$ cat src/rtl/sifh_fsm_pkg.sv
// Shared definitions for the sifh_fsm histogram controller.
// Holds parameter defaults, the controller state enum, the no-photon code and
// a helper for counter/index widths.
package sifh_fsm_pkg;

  localparam int unsigned NpDef       = 10;
  localparam int unsigned NbDef       = 5;
  localparam int unsigned PeakMaxDef  = 8;
  localparam int unsigned AcqNumDef   = 8;
  localparam int unsigned PixelNumDef = 4;

  // TDC code meaning "no photon detected" (all ones) at the default width.
  localparam logic [NpDef-1:0] NoPhotonCode = '1;

  typedef enum logic [1:0] {
    StAccum,
    StDrain,
    StStore,
    StClear
  } state_e;

  // Width needed to index n items; at least one bit.
  function automatic int unsigned idx_width(input int unsigned n);
    return (n > 1) ? $clog2(n) : 1;
  endfunction

endpackage

$ cat src/rtl/sifh_peak_tracker.sv
// Peak-bin tracker for one pixel histogram.
// Keeps the largest bin count seen so far and its bin; a later bin replaces the
// peak only on a strictly greater count, so ties keep the earlier bin.
// Ports:
//   clk_i      clock
//   rst_ni     synchronous active-low reset
//   clr_i      restart tracking for the next pixel
//   upd_i      a histogram update is presented this cycle
//   upd_bin_i  bin being updated
//   upd_cnt_i  new count of that bin
//   result_o   {peak bin, zeros}, or all ones when no photon was counted
module sifh_peak_tracker #(
  parameter int unsigned NP       = 10,
  parameter int unsigned NB       = 5,
  parameter int unsigned PEAK_MAX = 8
) (
  input  logic                clk_i,
  input  logic                rst_ni,
  input  logic                clr_i,
  input  logic                upd_i,
  input  logic [NB-1:0]       upd_bin_i,
  input  logic [PEAK_MAX-1:0] upd_cnt_i,
  output logic [NP-1:0]       result_o
);

  logic [PEAK_MAX-1:0] peak_cnt_q, peak_cnt_d;
  logic [NB-1:0]       peak_bin_q, peak_bin_d;
  logic                seen_q, seen_d;

  always_comb begin
    peak_cnt_d = peak_cnt_q;
    peak_bin_d = peak_bin_q;
    seen_d     = seen_q;
    if (clr_i) begin
      peak_cnt_d = '0;
      peak_bin_d = '1;
      seen_d     = 1'b0;
    end else if (upd_i) begin
      seen_d = 1'b1;
      if (upd_cnt_i > peak_cnt_q) begin
        peak_cnt_d = upd_cnt_i;
        peak_bin_d = upd_bin_i;
      end
    end
  end

  always_ff @(posedge clk_i) begin
    if (!rst_ni) begin
      peak_cnt_q <= '0;
      peak_bin_q <= '1;
      seen_q     <= 1'b0;
    end else begin
      peak_cnt_q <= peak_cnt_d;
      peak_bin_q <= peak_bin_d;
      seen_q     <= seen_d;
    end
  end

  assign result_o = seen_q ? {peak_bin_q, {(NP - NB){1'b0}}} : '1;

endmodule

$ cat src/rtl/sifh_fsm.sv
// Per-pixel histogram controller for the dTOF pipeline.
// Accepts TDC timestamps, performs read-modify-write of bin counts in an external
// dual-port RAM, tracks the peak bin and publishes one peak timestamp per pixel.
// Optional feature: define SIFH_SAT_EN to saturate bin counts (no write when full);
// otherwise counts wrap.
// Ports:
//   clk, res (sync active-low)   clock and reset
//   wrEn, data                   timestamp strobe and value (all ones = no photon)
//   counts                       RAM port-b read data, one cycle after the read
//   newCounts, waddr, wEnable,   RAM port-a write data/address/write enable,
//   writeFlag                    memory enable
//   raddr, rEnable (active-low), RAM port-b address/read enable/memory enable
//   readFlag
//   peakResult                   per-pixel peak timestamp array
module sifh_fsm
  import sifh_fsm_pkg::*;
#(
  parameter int unsigned NP                = NpDef,
  parameter int unsigned NB                = NbDef,
  parameter int unsigned PEAK_MAX          = PeakMaxDef,
  parameter int unsigned ACQ_NUM           = AcqNumDef,
  parameter int unsigned PIXEL_NUM_PER_RAM = PixelNumDef
) (
  input  logic                                  clk,
  input  logic                                  res,
  input  logic                                  wrEn,
  input  logic [NP-1:0]                         data,
  input  logic [PEAK_MAX-1:0]                   counts,
  output logic [PEAK_MAX-1:0]                   newCounts,
  output logic [NB-1:0]                         waddr,
  output logic [NB-1:0]                         raddr,
  output logic                                  wEnable,
  output logic                                  rEnable,
  output logic                                  writeFlag,
  output logic                                  readFlag,
  output logic [PIXEL_NUM_PER_RAM-1:0][NP-1:0] peakResult
);

  localparam int unsigned CntW = idx_width(ACQ_NUM);
  localparam int unsigned PixW = idx_width(PIXEL_NUM_PER_RAM);

  state_e          state_q, state_d;
  logic [CntW-1:0] smp_q, smp_d;
  logic [PixW-1:0] pix_q, pix_d;
  logic [NB-1:0]   clr_q, clr_d;
  logic            tracker_clr;

  // Stage 1: read issued. Stage 2: count returned, update written.
  logic                rd_q, upd_q;
  logic [NB-1:0]       rbin_q, ubin_q;
  // Previous-cycle update, forwarded over the RAM's read-during-write hazard.
  logic                fwd_q;
  logic [NB-1:0]       fbin_q;
  logic [PEAK_MAX-1:0] fcnt_q;

  logic [PIXEL_NUM_PER_RAM-1:0][NP-1:0] peak_res_q;
  logic [NP-1:0]       peak_res;

  logic                accept, photon, upd_wr;
  logic [PEAK_MAX-1:0] cnt_cur, cnt_new;

  assign accept  = wrEn && (state_q == StAccum);
  assign photon  = accept && !(&data);
  assign cnt_cur = (fwd_q && (fbin_q == ubin_q)) ? fcnt_q : counts;

`ifdef SIFH_SAT_EN
  assign cnt_new = (&cnt_cur) ? cnt_cur : cnt_cur + 1'b1;
  assign upd_wr  = upd_q && !(&cnt_cur);
`else
  assign cnt_new = cnt_cur + 1'b1;
  assign upd_wr  = upd_q;
`endif

  always_comb begin
    state_d     = state_q;
    smp_d       = smp_q;
    pix_d       = pix_q;
    clr_d       = clr_q;
    tracker_clr = 1'b0;
    unique case (state_q)
      StAccum: begin
        if (wrEn) begin
          if (smp_q == CntW'(ACQ_NUM - 1)) begin
            smp_d   = '0;
            state_d = StDrain;
          end else begin
            smp_d = smp_q + 1'b1;
          end
        end
      end
      // Stage 2 always finishes in the cycle after stage 1, so an empty stage 1
      // means the peak registers are final by the next cycle.
      StDrain: if (!rd_q) state_d = StStore;
      StStore: begin
        state_d = StClear;
        pix_d   = (pix_q == PixW'(PIXEL_NUM_PER_RAM - 1)) ? '0 : pix_q + 1'b1;
      end
      StClear: begin
        clr_d = clr_q + 1'b1;
        if (&clr_q) begin
          state_d     = StAccum;
          tracker_clr = 1'b1;
        end
      end
      default: state_d = StAccum;
    endcase
  end

  always_ff @(posedge clk) begin
    if (!res) begin
      state_q    <= StAccum;
      smp_q      <= '0;
      pix_q      <= '0;
      clr_q      <= '0;
      rd_q       <= 1'b0;
      rbin_q     <= '0;
      upd_q      <= 1'b0;
      ubin_q     <= '0;
      fwd_q      <= 1'b0;
      fbin_q     <= '0;
      fcnt_q     <= '0;
      peak_res_q <= '0;
    end else begin
      state_q <= state_d;
      smp_q   <= smp_d;
      pix_q   <= pix_d;
      clr_q   <= clr_d;
      rd_q    <= photon;
      if (photon) rbin_q <= data[NP-1 -: NB];
      upd_q   <= rd_q;
      if (rd_q) ubin_q <= rbin_q;
      fwd_q   <= upd_q;
      fbin_q  <= ubin_q;
      fcnt_q  <= cnt_new;
      if (state_q == StStore) peak_res_q[pix_q] <= peak_res;
    end
  end

  sifh_peak_tracker #(
    .NP       (NP),
    .NB       (NB),
    .PEAK_MAX (PEAK_MAX)
  ) u_peak (
    .clk_i     (clk),
    .rst_ni    (res),
    .clr_i     (tracker_clr),
    .upd_i     (upd_q),
    .upd_bin_i (ubin_q),
    .upd_cnt_i (cnt_new),
    .result_o  (peak_res)
  );

  assign raddr      = rbin_q;
  assign readFlag   = rd_q;
  assign rEnable    = ~rd_q;
  assign waddr      = (state_q == StClear) ? clr_q : ubin_q;
  assign wEnable    = (state_q == StClear) || upd_wr;
  assign writeFlag  = (state_q == StClear) || upd_wr;
  assign newCounts  = upd_q ? cnt_new : '0;
  assign peakResult = peak_res_q;

endmodule

$ cat config.mk
export PLATFORM = sky130hd
export DESIGN_NAME = sifh_fsm
export DESIGN_NICKNAME = d
export VERILOG_FILES = /design/src/rtl/sifh_fsm_pkg.sv /design/src/rtl/sifh_peak_tracker.sv /design/src/rtl/sifh_fsm.sv
export SDC_FILE = /design/constraint.sdc
export NUM_CORES = 1
export LEC_CHECK = 0
export ABC_AREA = 1
export CORE_MARGIN = 8
export CORE_UTILIZATION = 58
export CTS_BUF_LIST = sky130_fd_sc_hd__clkbuf_8
export CTS_CLUSTER_DIAMETER = 50
export DETAILED_ROUTE_END_ITERATION = 8
export PLACE_DENSITY = 0.95
export SYNTH_ARGS = -nofsm -noshare
export SYNTH_HDL_FRONTEND = slang
export SYNTH_HIERARCHICAL = 1
export SYNTH_SLANG_ARGS = --single-unit
$ cat constraint.sdc
create_clock -name clk -period 4.21 [get_ports clk]
set_input_delay 0.842 -clock clk [delete_from_list [all_inputs] [get_ports clk]]
set_output_delay 0.842 -clock clk [all_outputs]
set_load 0.01 [all_outputs]
==> summary.txt <==
STA
  • Unrepaired setup endpoints after global routing: no
  • Period utilization: 87.2%
  • Slew headroom: 41.6%
  • Peak Freq: 0.272 GHz
  • Clock period minus worst slack: 3670 ps
  • Slew at the pin closest to its max-slew limit: 873 ps
  • Slew Limit Fails: 0
  • Final setup skew: 15.3 ps
  • Final Hold Viols: 0
  • Total negative slack: 0 ps
  • Final setup fails: 0

Drt
  • Met2 WL: 4990 microns
  • Number of nets still failing antenna checks after routing: 0
  • Highest metal used: met4
  • Drt initial violations: 232
  • TritonRoute pass-1 iters: 5
  • Total number of vias: 3921
  • DR WL met3: 782 microns
  • Wire per inst: 13.6 microns
  • Drt total wl: 10200 microns
  • Remaining DRCs: 0
  • Via-to-Cell Ratio: 5.21
  • M1 WL: 4260 microns

Synth
  • Mapped Avg Cell Area: 7.41 sq um
  • Synth warn: 6
  • Seq cells post-synth: 92
  • Yosys cell types: 37
  • Asr flop ratio synth: 0%
  • Mapped Nets: 619
  • Sequential share of the synthesized area: 43.2%
  • Mapped Area: 4270 sq um
  • Count of flip-flops with a built-in enable after synthesis: 0
  • Gate Count Post-Synth: 576
  • Post-synth top flop: dfxtp_1

Global routing
  • Gr ovfl total: 0
  • Largest net degree at the start of global routing: 41
  • Antenna violations before repair: 0
  • Vias in the first global route: 3695
  • First-pass GRT wire length: 16700 microns
  • GRT Util Overall: 20.1%

Critical path
  • WS Path Type: in -> out
  • CP arrival: 2830 ps
  • Critical path cell sequence: clkdlybuf4s50_1 > nand2_1 > nand2_2 > ha_1 > nand2_2 > nor2_2 > nand2_1 > nand2_1 > nand2_1 > nor2_1 > clkdlybuf4s50_1
  • Slowest CP cell: clkdlybuf4s50_1
  • Most used cell along the critical path: nand2_1
  • CP top delay family: buffers and inverters
  • CP startpoint kind: input pin
  • Setup crit end kind: output pin
  • Crit-path max FO: 4
  • Critical path buffers and inverters: 2
  • Req. time, crit path: 3370 ps
  • Max stage delay on crit path: 540 ps

Layout
  • Commonest non-fill, non-tap cell in the layout: nor2_1
  • Layout Cells excl Fill: 753
  • Area added between synthesis and finish: 25.0%
  • Commonest non-fill, non-tap cells in the layout: nor2_1 (127), dfxtp_1 (92), nand2_1 (83)
  • Layout Nets: 692
  • Share of cells above drive strength 1: 9.17%
  • Antenna fix cells: 0

Clock network
  • Root Driver: clkbuf_8
  • CTS max path bufs: 2
  • CTS buffer count: 9
  • CTS tree: done
  • Post-CTS resize count: 0
  • CTS Hold Buffers Added: 0
  • Num Clock Sinks: 92
  • Setup bufs post-CTS: 0
  • H-Tree Depth: 3
  • Worst-path clk slew: 80 ps
  • Clk Latency, worst-skew pair: 360 ps

Status
  • Status: complete, no violations

Floorplan
  • Placeable Area: 7180 sq um
  • Starting Density: 59.5%
  • I/O pin total: 83
  • Row count: 31
  • Die area: 10400 sq um
  • Die H: 102 microns
  • Die Wd: 102 microns

Power and ir drop
  • Power Density: 479 nW/um^2
  • Leak pwr: 0.00231 uW
  • Peak supply drop: 0.000319 V

Placement
  • Placed cell count: 737
  • DP HPWL: 7500 microns
  • IO buf count: 82
  • Gp weighted congestion: 0.889

Flow run
  • Max-cap violations: 0

Min path
  • Hold Crit Class: reg -> reg
-- stage by stage --
stage	total power (uW)	setup WS, ps	cell area (sq um)	hold WS [ps]	utilization, %
floorplan	1600	1550	4270	421	-
global placement	1850	663	5110	430	71.2
detailed placement	1900	549	5110	438	71.2
CTS	2560	546	5340	461	74.4
global route	2700	336	5340	507	74.4
finish	2560	539	5340	460	74.4
-- layer usage --
metal / up-vias / track usage [%]
li1: 1962 / -
met1: 1761 / 23.0
met2: 171 / 34.9
met3: 27 / 4.67
met4: 0 / 8.71
met5: - / 0
-- power by group --
group | switching, uW | internal [uW] | leakage (uW)
Combinational | 472 | 334 | 0.00145
Sequential | 87.9 | 994 | 0.000750
Clock | 325 | 344 | 0.000112
Total | 885 | 1670 | 0.00231
-- synthesized netlist by cell type (all sizes together), types with 4 or more instances --
cell	count	share of area (%)
a21oi	18	2.2
buf	10	1.9
clkbuf	13	1.1
clkinv	4	0.35
dfxtp	92	43
ha	22	6.4
inv	72	6.4
nand2	95	9.1
nand3	22	3.1
nand4	10	1.6
nor2	137	14
nor3	5	0.59
o21ai	56	6.6
o22ai	5	0.73
or2	6	0.88
-- area by class of cell --
class	instances	area, sq um
Inverter	76	288
Multi-Input combinational cell	385	2010
Timing Repair Buffer	85	843
Clock inverter	7	105
Tap cell	99	124
Fill cell	477	1840
Clock buffer	9	124
Sequential cell	92	1840
-- worst reg2reg max path: stages, from the launching register on --
cell and delay [ps]:
dfxtp_1 440, inv_2 60, nand2_1 80, nand2_2 90, nor2_8 170, nand3_4 140
nand2_1 110, nand2_2 100, ha_1 240, nand2_2 100, nor2_2 60, nand2_1 60
nand2_1 70, nand2_1 100, inv_1 70, ha_1 280, nand2_1 70, nor2_2 160
nand2_1 100, nand2_2 330, nand2_1 220, nand2_1 110, nand3_1 70
-- state kept, by name, indices dropped and copies added (netlist names) --
name               count
clr_q                  5
fbin_q                 5
fcnt_q                 8
fwd_q                  1
peakResult            40
pix_q                  2
raddr                  5
readFlag               1
smp_q                  3
state_q                2
u_peak/peak_bin_q      5
u_peak/peak_cnt_q      8
u_peak/seen_q          1
ubin_q                 5
upd_q                  1
-- final timing paths --
check             cells past startpoint                              start                           endpoint  slack [ps]
hold reg to reg                       2  u_peak/peak_bin_q[2]$_SDFFE_PP1P_  u_peak/peak_bin_q[2]$_SDFFE_PP1P_         460
setup / recovery                     11                          counts[0]                       newCounts[6]         540
setup reg to reg                     22             ubin_q[1]$_SDFFE_PN0P_  u_peak/peak_bin_q[0]$_SDFFE_PP1P_         810
hold / removal                        2  u_peak/peak_bin_q[2]$_SDFFE_PP1P_  u_peak/peak_bin_q[2]$_SDFFE_PP1P_         460
-- cells by family after synthesis --
logic type / count (synthesis) / share of synthesized area (%)
XOR/XNOR: 1 / 0.381
AO/OA/AOI/OAI: 85 / 10.6
buffers and inverters: 99 / 9.76
flip-flops: 92 / 43.2
AND/OR/NAND/NOR: 277 / 29.6
adder cells (fa/ha/maj): 22 / 6.45
Power figures use the tool's default switching activity.
